$ cat config.mk
export PLATFORM = sky130hd
export DESIGN_NAME = x_player
export DESIGN_NICKNAME = d
export VERILOG_FILES = /design/src/rtl/x_pkg.sv /design/src/rtl/x_mem_arb.sv /design/src/rtl/x_player.sv
export SDC_FILE = /design/constraint.sdc
export NUM_CORES = 1
export LEC_CHECK = 0
export ABC_AREA = 1
export CAP_MARGIN = 0
export CORE_ASPECT_RATIO = 0.7
export CORE_MARGIN = 2
export CORE_UTILIZATION = 41
export CTS_CLUSTER_SIZE = 24
export DETAILED_ROUTE_END_ITERATION = 6
export DONT_BUFFER_PORTS = 1
export GPL_TIMING_DRIVEN = 0
export PLACE_DENSITY = 0.62
export SYNTH_ARGS = -nofsm -noshare
export SYNTH_HDL_FRONTEND = slang
export SYNTH_SLANG_ARGS = --single-unit
$ cat constraint.sdc
create_clock -name i_clk -period 2.1 [get_ports i_clk]
set_input_delay 0.315 -clock i_clk [delete_from_list [all_inputs] [get_ports i_clk]]
set_output_delay 0.315 -clock i_clk [all_outputs]
set_load 0.05 [all_outputs]
$ cat src/rtl/x_pkg.sv
// x_pkg: shared types and widths for the sample playback slice.
//   player_state_t : playback sequencer states
//   ADDR_W / DATA_W / DIV_W : default address, sample and divider widths
//   MIN_DIV        : smallest usable period divider (fetch/capture/commit
//                    each need their own cycle, so a period is >= 3 cycles)
package x_pkg;

   typedef enum logic {
      IDLE = 1'b0,
      PLAY = 1'b1
   } player_state_t;

   localparam int unsigned ADDR_W  = 11;
   localparam int unsigned DATA_W  = 6;
   localparam int unsigned DIV_W   = 16;
   localparam int unsigned MIN_DIV = 2;

endpackage

$ cat src/rtl/x_mem_arb.sv
// x_mem_arb: single-port memory arbitration between the playback fetch and
// the host (UART command) port.
//   i_clk, i_rst        : clock, synchronous active-high reset
//   i_fetch             : player owns the port this cycle (fixed priority)
//   i_fetch_addr        : player fetch address
//   i_host_req/addr/we/wdata : host access, request held until granted
//   i_mem_rdata         : registered memory read data (1-cycle latency)
//   o_host_gnt          : combinational grant, access happens this cycle
//   o_host_rvalid/rdata : host read result, one cycle after a granted read
//   o_mem_addr/we/wdata : memory port
module x_mem_arb
   import x_pkg::*;
#(
   parameter int unsigned p_addr_w = ADDR_W,
   parameter int unsigned p_data_w = DATA_W
) (
   input  logic                i_clk,
   input  logic                i_rst,
   input  logic                i_fetch,
   input  logic [p_addr_w-1:0] i_fetch_addr,
   input  logic                i_host_req,
   input  logic [p_addr_w-1:0] i_host_addr,
   input  logic                i_host_we,
   input  logic [p_data_w-1:0] i_host_wdata,
   input  logic [p_data_w-1:0] i_mem_rdata,
   output logic                o_host_gnt,
   output logic                o_host_rvalid,
   output logic [p_data_w-1:0] o_host_rdata,
   output logic [p_addr_w-1:0] o_mem_addr,
   output logic                o_mem_we,
   output logic [p_data_w-1:0] o_mem_wdata
);

   logic rvalid_r;

   always_comb begin
      o_host_gnt  = i_host_req & ~i_fetch;
      o_mem_addr  = '0;
      o_mem_we    = 1'b0;
      o_mem_wdata = '0;
      if (i_fetch) begin
         o_mem_addr = i_fetch_addr;
      end else if (o_host_gnt) begin
         o_mem_addr  = i_host_addr;
         o_mem_we    = i_host_we;
         o_mem_wdata = i_host_wdata;
      end
   end

   always_ff @(posedge i_clk) begin
      if (i_rst) begin
         rvalid_r <= 1'b0;
      end else begin
         rvalid_r <= o_host_gnt & ~i_host_we;
      end
   end

   // Memory output is already registered, so the read result is simply the
   // memory data in the cycle after the grant; zero otherwise.
   assign o_host_rvalid = rvalid_r;
   assign o_host_rdata  = rvalid_r ? i_mem_rdata : '0;

endmodule

$ cat src/rtl/x_player.sv
// x_player: sample playback sequencer. Streams samples from the sample
// memory to the thermometer encoder at one sample per (div+1) cycles and
// shares the memory port with the host.
//   i_clk, i_rst               : clock, synchronous active-high reset
//   i_start / i_stop           : begin (when idle) / abort playback; stop wins
//   i_loop                     : wrap to start address after end address
//   i_start_addr / i_end_addr  : playback range, end inclusive
//   i_div                      : period minus 1, clamped to >= MIN_DIV
//   i_host_*, o_host_*         : host memory access (see x_mem_arb)
//   o_mem_*, i_mem_rdata       : sample memory port
//   o_bin                      : current sample
//   o_busy                     : playback active
//   o_wrap                     : 1-cycle pulse when a loop pass wraps
module x_player
   import x_pkg::*;
#(
   parameter int unsigned p_addr_w = ADDR_W,
   parameter int unsigned p_data_w = DATA_W,
   parameter int unsigned p_div_w  = DIV_W
) (
   input  logic                i_clk,
   input  logic                i_rst,
   input  logic                i_start,
   input  logic                i_stop,
   input  logic                i_loop,
   input  logic [p_addr_w-1:0] i_start_addr,
   input  logic [p_addr_w-1:0] i_end_addr,
   input  logic [p_div_w-1:0]  i_div,
   input  logic                i_host_req,
   input  logic [p_addr_w-1:0] i_host_addr,
   input  logic                i_host_we,
   input  logic [p_data_w-1:0] i_host_wdata,
   output logic                o_host_gnt,
   output logic                o_host_rvalid,
   output logic [p_data_w-1:0] o_host_rdata,
   output logic [p_addr_w-1:0] o_mem_addr,
   output logic                o_mem_we,
   output logic [p_data_w-1:0] o_mem_wdata,
   input  logic [p_data_w-1:0] i_mem_rdata,
   output logic [p_data_w-1:0] o_bin,
   output logic                o_busy,
   output logic                o_wrap
);

   // Period counter phases: fetch at 2, capture at 1, commit at 0.
   localparam logic [p_div_w-1:0] CNT_FETCH   = p_div_w'(2);
   localparam logic [p_div_w-1:0] CNT_CAPTURE = p_div_w'(1);
   localparam logic [p_div_w-1:0] DIV_FLOOR   = p_div_w'(MIN_DIV);

   player_state_t        state, state_nxt;
   logic [p_div_w-1:0]   cnt, div_r, div_clamped;
   logic [p_addr_w-1:0]  addr, start_r, end_r;
   logic [p_data_w-1:0]  sbuf, bin_r;
   logic                 loop_r, last, wrap_r;
   logic                 start_go, run, fetch, capture, commit;

   assign div_clamped = (i_div < DIV_FLOOR) ? DIV_FLOOR : i_div;

   always_ff @(posedge i_clk) begin
      if (i_rst) begin
         state <= IDLE;
      end else begin
         state <= state_nxt;
      end
   end

   always_comb begin
      state_nxt = state;
      start_go  = 1'b0;
      fetch     = (state == PLAY) && (cnt == CNT_FETCH);
      capture   = (state == PLAY) && (cnt == CNT_CAPTURE);
      commit    = (state == PLAY) && (cnt == '0);
      run       = (state == PLAY) && !i_stop;
      case (state)
         IDLE: begin
            if (i_start && !i_stop) begin
               state_nxt = PLAY;
               start_go  = 1'b1;
            end
         end
         PLAY: begin
            if (i_stop || (commit && last)) begin
               state_nxt = IDLE;
            end
         end
         default: state_nxt = IDLE;
      endcase
   end

   // A stop cycle suppresses every datapath update, so the in-flight sample
   // is dropped and o_bin keeps its last committed value.
   always_ff @(posedge i_clk) begin
      if (i_rst) begin
         cnt     <= '0;
         div_r   <= '0;
         addr    <= '0;
         start_r <= '0;
         end_r   <= '0;
         loop_r  <= 1'b0;
         last    <= 1'b0;
         sbuf    <= '0;
         bin_r   <= '0;
         wrap_r  <= 1'b0;
      end else begin
         wrap_r <= 1'b0;
         if (start_go) begin
            start_r <= i_start_addr;
            end_r   <= i_end_addr;
            div_r   <= div_clamped;
            loop_r  <= i_loop;
            addr    <= i_start_addr;
            cnt     <= CNT_FETCH;
            last    <= 1'b0;
         end else if (run) begin
            cnt <= (cnt == '0) ? div_r : cnt - 1'b1;
            if (fetch) begin
               if (addr != end_r) begin
                  addr <= addr + 1'b1;
               end else if (loop_r) begin
                  addr   <= start_r;
                  wrap_r <= 1'b1;
               end else begin
                  last <= 1'b1;
               end
            end
            if (capture) begin
               sbuf <= i_mem_rdata;
            end
            if (commit) begin
               bin_r <= sbuf;
            end
         end
      end
   end

   assign o_bin  = bin_r;
   assign o_busy = (state == PLAY);
   assign o_wrap = wrap_r;

   x_mem_arb #(
      .p_addr_w (p_addr_w),
      .p_data_w (p_data_w)
   ) u_arb (
      .i_clk         (i_clk),
      .i_rst         (i_rst),
      .i_fetch       (fetch),
      .i_fetch_addr  (addr),
      .i_host_req    (i_host_req),
      .i_host_addr   (i_host_addr),
      .i_host_we     (i_host_we),
      .i_host_wdata  (i_host_wdata),
      .i_mem_rdata   (i_mem_rdata),
      .o_host_gnt    (o_host_gnt),
      .o_host_rvalid (o_host_rvalid),
      .o_host_rdata  (o_host_rdata),
      .o_mem_addr    (o_mem_addr),
      .o_mem_we      (o_mem_we),
      .o_mem_wdata   (o_mem_wdata)
   );

endmodule

After elaboration in Yosys (flattened, before gate mapping)
Cells that the tools add are included.
{"block": "word_totals", "reg_bits": 82, "latch_bits": 0, "ram_bits": 0, "rom_bits": 0, "in_bits": 68, "wordCells": 67, "mem_count": 0}
{"block": "op_classes", "n_addsub": 2, "multipliers": 0, "div": 0, "magnitude_cmp": 1, "n_eq_ne": 3, "shift": 0, "muxes": 21, "n_bitwise": 9, "reduce_logical": 18}
{"cell": "$mux W11", "n": 7}
{"cell": "$mux W16", "n": 2}
{"cell": "$mux W6", "n": 3}
{"cell": "$eq A16 B1 Y1 const B", "n": 1}
{"cell": "$eq A16 B2 Y1 const B", "n": 1}
{"cell": "$logic_not A16 Y1", "n": 1}
{"cell": "$lt A16 B2 Y1 const B", "n": 1}
{"cell": "$sub A16 B1 Y16 const B", "n": 1}
{"cell": "$add A11 B1 Y11 const B", "n": 1}
{"cell": "$ne A11 B11 Y1", "n": 1}
{"cell": "$reduce_and A3 Y1", "n": 3}
{"cell": "$not A1 Y1", "n": 7}
{"cell": "$logic_and A1 B1 Y1", "n": 6}
{"cell": "$mux W1", "n": 6}
{"cell": "$reduce_or A5 Y1", "n": 1}
{"cell": "$mux W2", "n": 2}
{"cell": "$reduce_and A4 Y1", "n": 1}
{"cell": "$reduce_bool A2 Y1", "n": 2}
{"cell": "$reduce_bool A3 Y1", "n": 1}
{"cell": "$and A1 B1 Y1", "n": 2}
{"cell": "$pmux W1 S2", "n": 1}
{"cell": "$reduce_or A2 Y1", "n": 1}
{"cell": "$logic_not A1 Y1", "n": 1}
{"cell": "$logic_or A1 B1 Y1", "n": 1}

Logic depth before layout (Yosys ltp)
{"block": "depth", "ltp_word": 6, "depth_mapped": 12, "depth_no_buf": 12}

Modules after synthesis
Synthesis repeated with hierarchy kept, for this count alone.
{"block": "hier_totals", "hier_cells": 701, "area_unflattened_um2": 4550.6}
{"module": "x_player", "n_inst": 1, "cells_per_inst": 632, "area_per_inst_um2": 4244.1}
{"module": "x_mem_arb", "n_inst": 1, "cells_per_inst": 69, "area_per_inst_um2": 306.5}

Least setup slack after synthesis
OpenSTA, ideal clock, no wires.
{"block": "synth_path", "path_type": "register to output", "from": "reg state, in the netlist o_busy", "to": "out o_mem_addr[0]", "arrival_ns": 2.512, "path_slack_ns": -0.727, "stages_incl_launch_ff": 6, "path_buffers": 1, "cell_sequence": "dfxtp_1 nand2_1 nor3_2 nand3_1 clkbuf_1 o21ai_0"}
{"block": "synth_between", "elab_chain_len": 5}
{"element": "start: declaration", "line": "x_player.sv:50", "source": "player_state_t state, state_nxt;"}
{"element": "start signal: assignment", "line": "x_player.sv:63", "source": "state <= state_nxt;"}
{"element": "$logic_and A1 B1 Y1 *", "line": "x_player.sv:70", "source": "fetch = (state == PLAY) && (cnt == CNT_FETCH);"}
{"element": "$not A1 Y1 (no line)"}
{"element": "$and A1 B1 Y1", "line": "x_mem_arb.sv:37", "source": "o_host_gnt = i_host_req & ~i_fetch;"}
{"element": "$mux W11", "line": "x_mem_arb.sv:43", "source": "end else if (o_host_gnt) begin"}
{"element": "$mux W11 *", "line": "x_mem_arb.sv:41", "source": "if (i_fetch) begin"}
{"element": "end: declaration", "line": "x_player.sv:36", "source": "output logic [p_addr_w-1:0] o_mem_addr,"}
Every way passes the cells marked *; elsewhere a longest branch is shown, timed or not.

Final worst setup path
{"block": "layout_path", "from": "reg cnt[11]", "to": "out o_mem_addr[0]"}
{"block": "layout_between", "elab_chain_len": 6}
{"element": "start: declaration", "line": "x_player.sv:51", "source": "logic [p_div_w-1:0] cnt, div_r, div_clamped;"}
{"element": "start signal: assignment", "line": "x_player.sv:115", "source": "cnt <= (cnt == '0) ? div_r : cnt - 1'b1;"}
{"element": "$eq A16 B2 Y1 *", "line": "x_player.sv:70"}
{"element": "$logic_and A1 B1 Y1 *", "line": "x_player.sv:70"}
{"element": "$not A1 Y1 (no line)"}
{"element": "$and A1 B1 Y1", "line": "x_mem_arb.sv:37"}
{"element": "$mux W11", "line": "x_mem_arb.sv:43"}
{"element": "$mux W11 *", "line": "x_mem_arb.sv:41"}
Marked as above.

==> parameters.txt <==
Parameter                              Value

Drt
  WL/cell    16.64 um
  Via count    4470
  DRC viols    0
  Wire length reported by the detailed router    13880 um
  Post-DR vias/cell    5.360
  DRT Pass-1 Iters    5
  Initial DRC count    290
  Antenna-violating nets left    0

STA
  Final-report hold violation count    0
  Tmin final    2.287 ns
  Number of failing setup endpoints in the final timing report    24
  Max-slew headroom    55.83%
  Tightest hold margin    0.04306 ns
  Maximum operating frequency    437.2 MHz
  Final period utilization    108.9%
  Setup repair after global routing missed its margin    yes
  Slew @ Worst Pin    0.6617 ns
  Final critical-path setup slack    -0.1872 ns
  Final max-slew violation count    0
  Worst-case clock skew    0.007294 ns

GRT
  Maximum number of pins on one net before global-route repair    15
  Global-route wire length before repair    22050 um
  Global-route congestion overflow total    0
  Antenna violations before repair    0
  Total global-route track usage    24.78%
  Vias in the first global route    4228

Critical path
  CP max stage delay    0.35 ns
  Nature of the critical path endpoint    output pin
  Required time of the critical path    1.78 ns
  Critical Path Slowest Stage Cell    sky130_fd_sc_hd__dfxtp_2
  Cell class contributing the biggest share of worst-path delay    simple AND/OR/NAND/NOR gates
  Buf+Inv Stages, Crit Path    2
  Critical path startpoint category    register
  Worst Path Class, Setup    reg -> out
  Critical-path cell list    nor2_1 -> nand2_2 -> nor2_4 -> inv_2 -> nor3_4 -> nand3_4 -> clkbuf_16 -> o21ai_4
  Peak fanout along the critical path    5
  Critical path arrival    1.97 ns

Pwr
  Maximum vdd ir drop    490.9 uV
  Total power density per cell area    859.1 mW/mm^2
  Leakage    2.355 nW

CTS
  Max H-tree Level    3
  Number of CTS-inserted buffers    9
  Clock network latency to the later pin of the worst-skew pair    0.34 ns
  CTS clk-pin slew, worst paths    0.06 ns
  Cell chosen for the clock root    sky130_fd_sc_hd__clkbuf_16
  TritonCTS clock tree    done
  # hold bufs at CTS    0
  CTS max path bufs    2
  Num Clock Sinks    82

Floorplan
  DIE WIDTH    126.9 um
  Vertical die dimension    90.06 um
  Initial core utilization    42.04%
  CORE AREA    0.01032 sq mm
  Top-Level Pins    102
  Area of the die    0.01143 sq mm
  Total number of placement rows    31

Placed design
  Input/output buffers    0
  DP Area    0.004618 sq mm
  HPWL Detailed    10090 um
  Global placement routability congestion    0.9913
  Cell count after placement    793

Status
  Outcome    finished with violations
  Violations in the final reports    negative setup slack

Final layout
  Fraction of layout instances using a drive strength above 1    17.95%
  Post-Layout Inst Area    0.005424 sq mm
  Final net count    769
  N_diodes    0
  Area Overhead vs Synth    25.04%
  Number of standard cells in the final layout excluding fillers    834
  Number of fillers in the final layout    1025

Job
  MaxCap Viol Count    0

Yosys
  Unique masters post-synth    39
  Predominant post-synthesis flop cell    sky130_fd_sc_hd__dfxtp_1
  Post-synthesis instance total    661
  Post-synthesis area per instance    6.563 sq um
  Post-synthesis sequential area ratio    37.84%
  Cell taking the most area after synthesis    sky130_fd_sc_hd__dfxtp_1
  Share of flip-flops with an asynchronous set or reset after synthesis    0%
  Fraction of synthesized cell area taken by the top area cell type    37.84%
  Most numerous cell types in the synthesized netlist    182 x sky130_fd_sc_hd__nand2_1, 84 x sky130_fd_sc_hd__nor2_1, 82 x sky130_fd_sc_hd__dfxtp_1
  Flip-flop and latch count after synthesis    82
  Area contributors post-synth    sky130_fd_sc_hd__dfxtp_1 38%, sky130_fd_sc_hd__nand2_1 16%, sky130_fd_sc_hd__nor2_1 7.3%
  Leading cell type by number of instances after synthesis    sky130_fd_sc_hd__nand2_1
  Post-synthesis cell area    0.004338 sq mm
  Synthesized netlist net count    733
  Number of synthesized flops with an enable pin    0
  Synthesis Warnings    0

Worst hold path
  Worst hold path type    in -> reg
## worst register-to-register path, stage by stage, from the launching register on
cell and delay, ns:
sky130_fd_sc_hd__dfxtp_4 0.38, sky130_fd_sc_hd__nor2_4 0.04, sky130_fd_sc_hd__buf_4 0.12, sky130_fd_sc_hd__buf_4 0.12, sky130_fd_sc_hd__buf_4 0.12, sky130_fd_sc_hd__buf_4 0.12
sky130_fd_sc_hd__buf_4 0.12, sky130_fd_sc_hd__buf_4 0.12, sky130_fd_sc_hd__buf_4 0.12, sky130_fd_sc_hd__buf_4 0.12, sky130_fd_sc_hd__buf_4 0.13, sky130_fd_sc_hd__nand2_1 0.11
sky130_fd_sc_hd__nor2_4 0.07, sky130_fd_sc_hd__nand2_2 0.08, sky130_fd_sc_hd__nor2_1 0.05, sky130_fd_sc_hd__a21oi_1 0.11, sky130_fd_sc_hd__o21ai_0 0.09, sky130_fd_sc_hd__a21oi_1 0.14
## flip-flops by register name (all words and copies together) (netlist names)
| name | flops |
|---|---|
| last | 1 |
| o_wrap | 1 |
| end_r | 11 |
| start_r | 11 |
| div_r | 16 |
| sbuf | 6 |
| u_arb.o_host_rvalid | 1 |
| o_busy | 1 |
| loop_r | 1 |
| cnt | 16 |
| addr | 11 |
| o_bin | 6 |
## per-layer routing
layer	GRT usage, %	up-vias	part of all wire, %
met2	36.74	215	42
met4	7.326	0	1.4
met3	6.905	22	9.6
met5	0	-	0
li1	-	2207	-
met1	35.07	2026	47
## worst paths after layout
kind | startpoint | to | cells after the start | slack (ns)
min reg2reg | div_r[2] | div_r[2] | 2 | 0.44
min | i_host_we | u_arb.o_host_rvalid | 1 | 0.04
max | cnt[11] | o_mem_addr[0] | 8 | -0.19
max reg2reg | cnt[8] | cnt[14] | 17 | -0.12
## cells in the final DEF, fill, tap and decap left out, drive strengths merged
master | netlist | layout
nand2 | 188 | 189
nor2 | 90 | 90
dfxtp | 82 | 82
inv | 73 | 74
o21ai | 54 | 54
nand3 | 53 | 53
a21oi | 39 | 39
buf | 13 | 36
clkbuf | 12 | 23
nand4 | 14 | 14
xor2 | 6 | 6
nor3 | 6 | 6
o22ai | 5 | 5
nor4 | 4 | 4
ha | 4 | 4
xnor2 | 3 | 3
bufinv | 0 | 3
clkinv | 3 | 3
nand3b | 2 | 2
clkinvlp | 0 | 2
a22oi | 2 | 2
o21a | 2 | 2
o221ai | 2 | 2
a31oi | 2 | 2
o31ai | 1 | 1
a211oi | 1 | 1
## kinds of logic (layout without fill, tap and decap cells)
family / count (synthesis) / after routing / synth area share, %
simple gates: 357 / 358 / 35.97
compound gates: 108 / 108 / 13.44
buf+inv: 101 / 141 / 9.778
flops: 82 / 82 / 37.84
xor+xnor: 9 / 9 / 1.817
fa+ha+maj: 4 / 4 / 1.154
## report_power, final
part           switching (mW)  internal [mW]  total [mW]  leakage (nW)
Sequential             0.0933           1.63        1.73         0.674
Combinational           0.759          0.343        1.10          1.52
Clock                   0.662           1.17        1.83         0.165
## cell type report
cell class	instances	area [sq um]	area share (%)
Clock inverter	6	113.9	2.099
Buffer	25	172.7	3.183
Inverter	76	289.0	5.329
Tap cell	132	165.2	3.045
Timing Repair Buffer	24	193.9	3.576
Clock buffer	10	229.0	4.221
Sequential cell	82	1665	30.70
Multi-Input combinational cell	479	2595	47.84
## repair_timing
action                                  in CTS  in global routing
endpoints found under the setup margin      19                 42
gates resized for setup                     59                 19
gates cloned                                 2                  0
pin swaps                                   10                  6
setup buffers                               23                  0
## per-stage QoR
step           util (%)  worst slack (ns)  total power, mW  TNS (ns)
4_1_cts           51.93           -0.2512            4.636    -3.391
3_3_place_gp      44.76           -0.2778            2.694    -4.198
2_1_floorplan         -           0.05432            2.507         0
3_5_place_dp      44.76           -0.3443            2.711    -5.131
6_report          52.57           -0.1872            4.660    -2.911
5_1_grt           52.57           -0.2597            4.870    -4.855
Power figures use the tool's default switching activity.
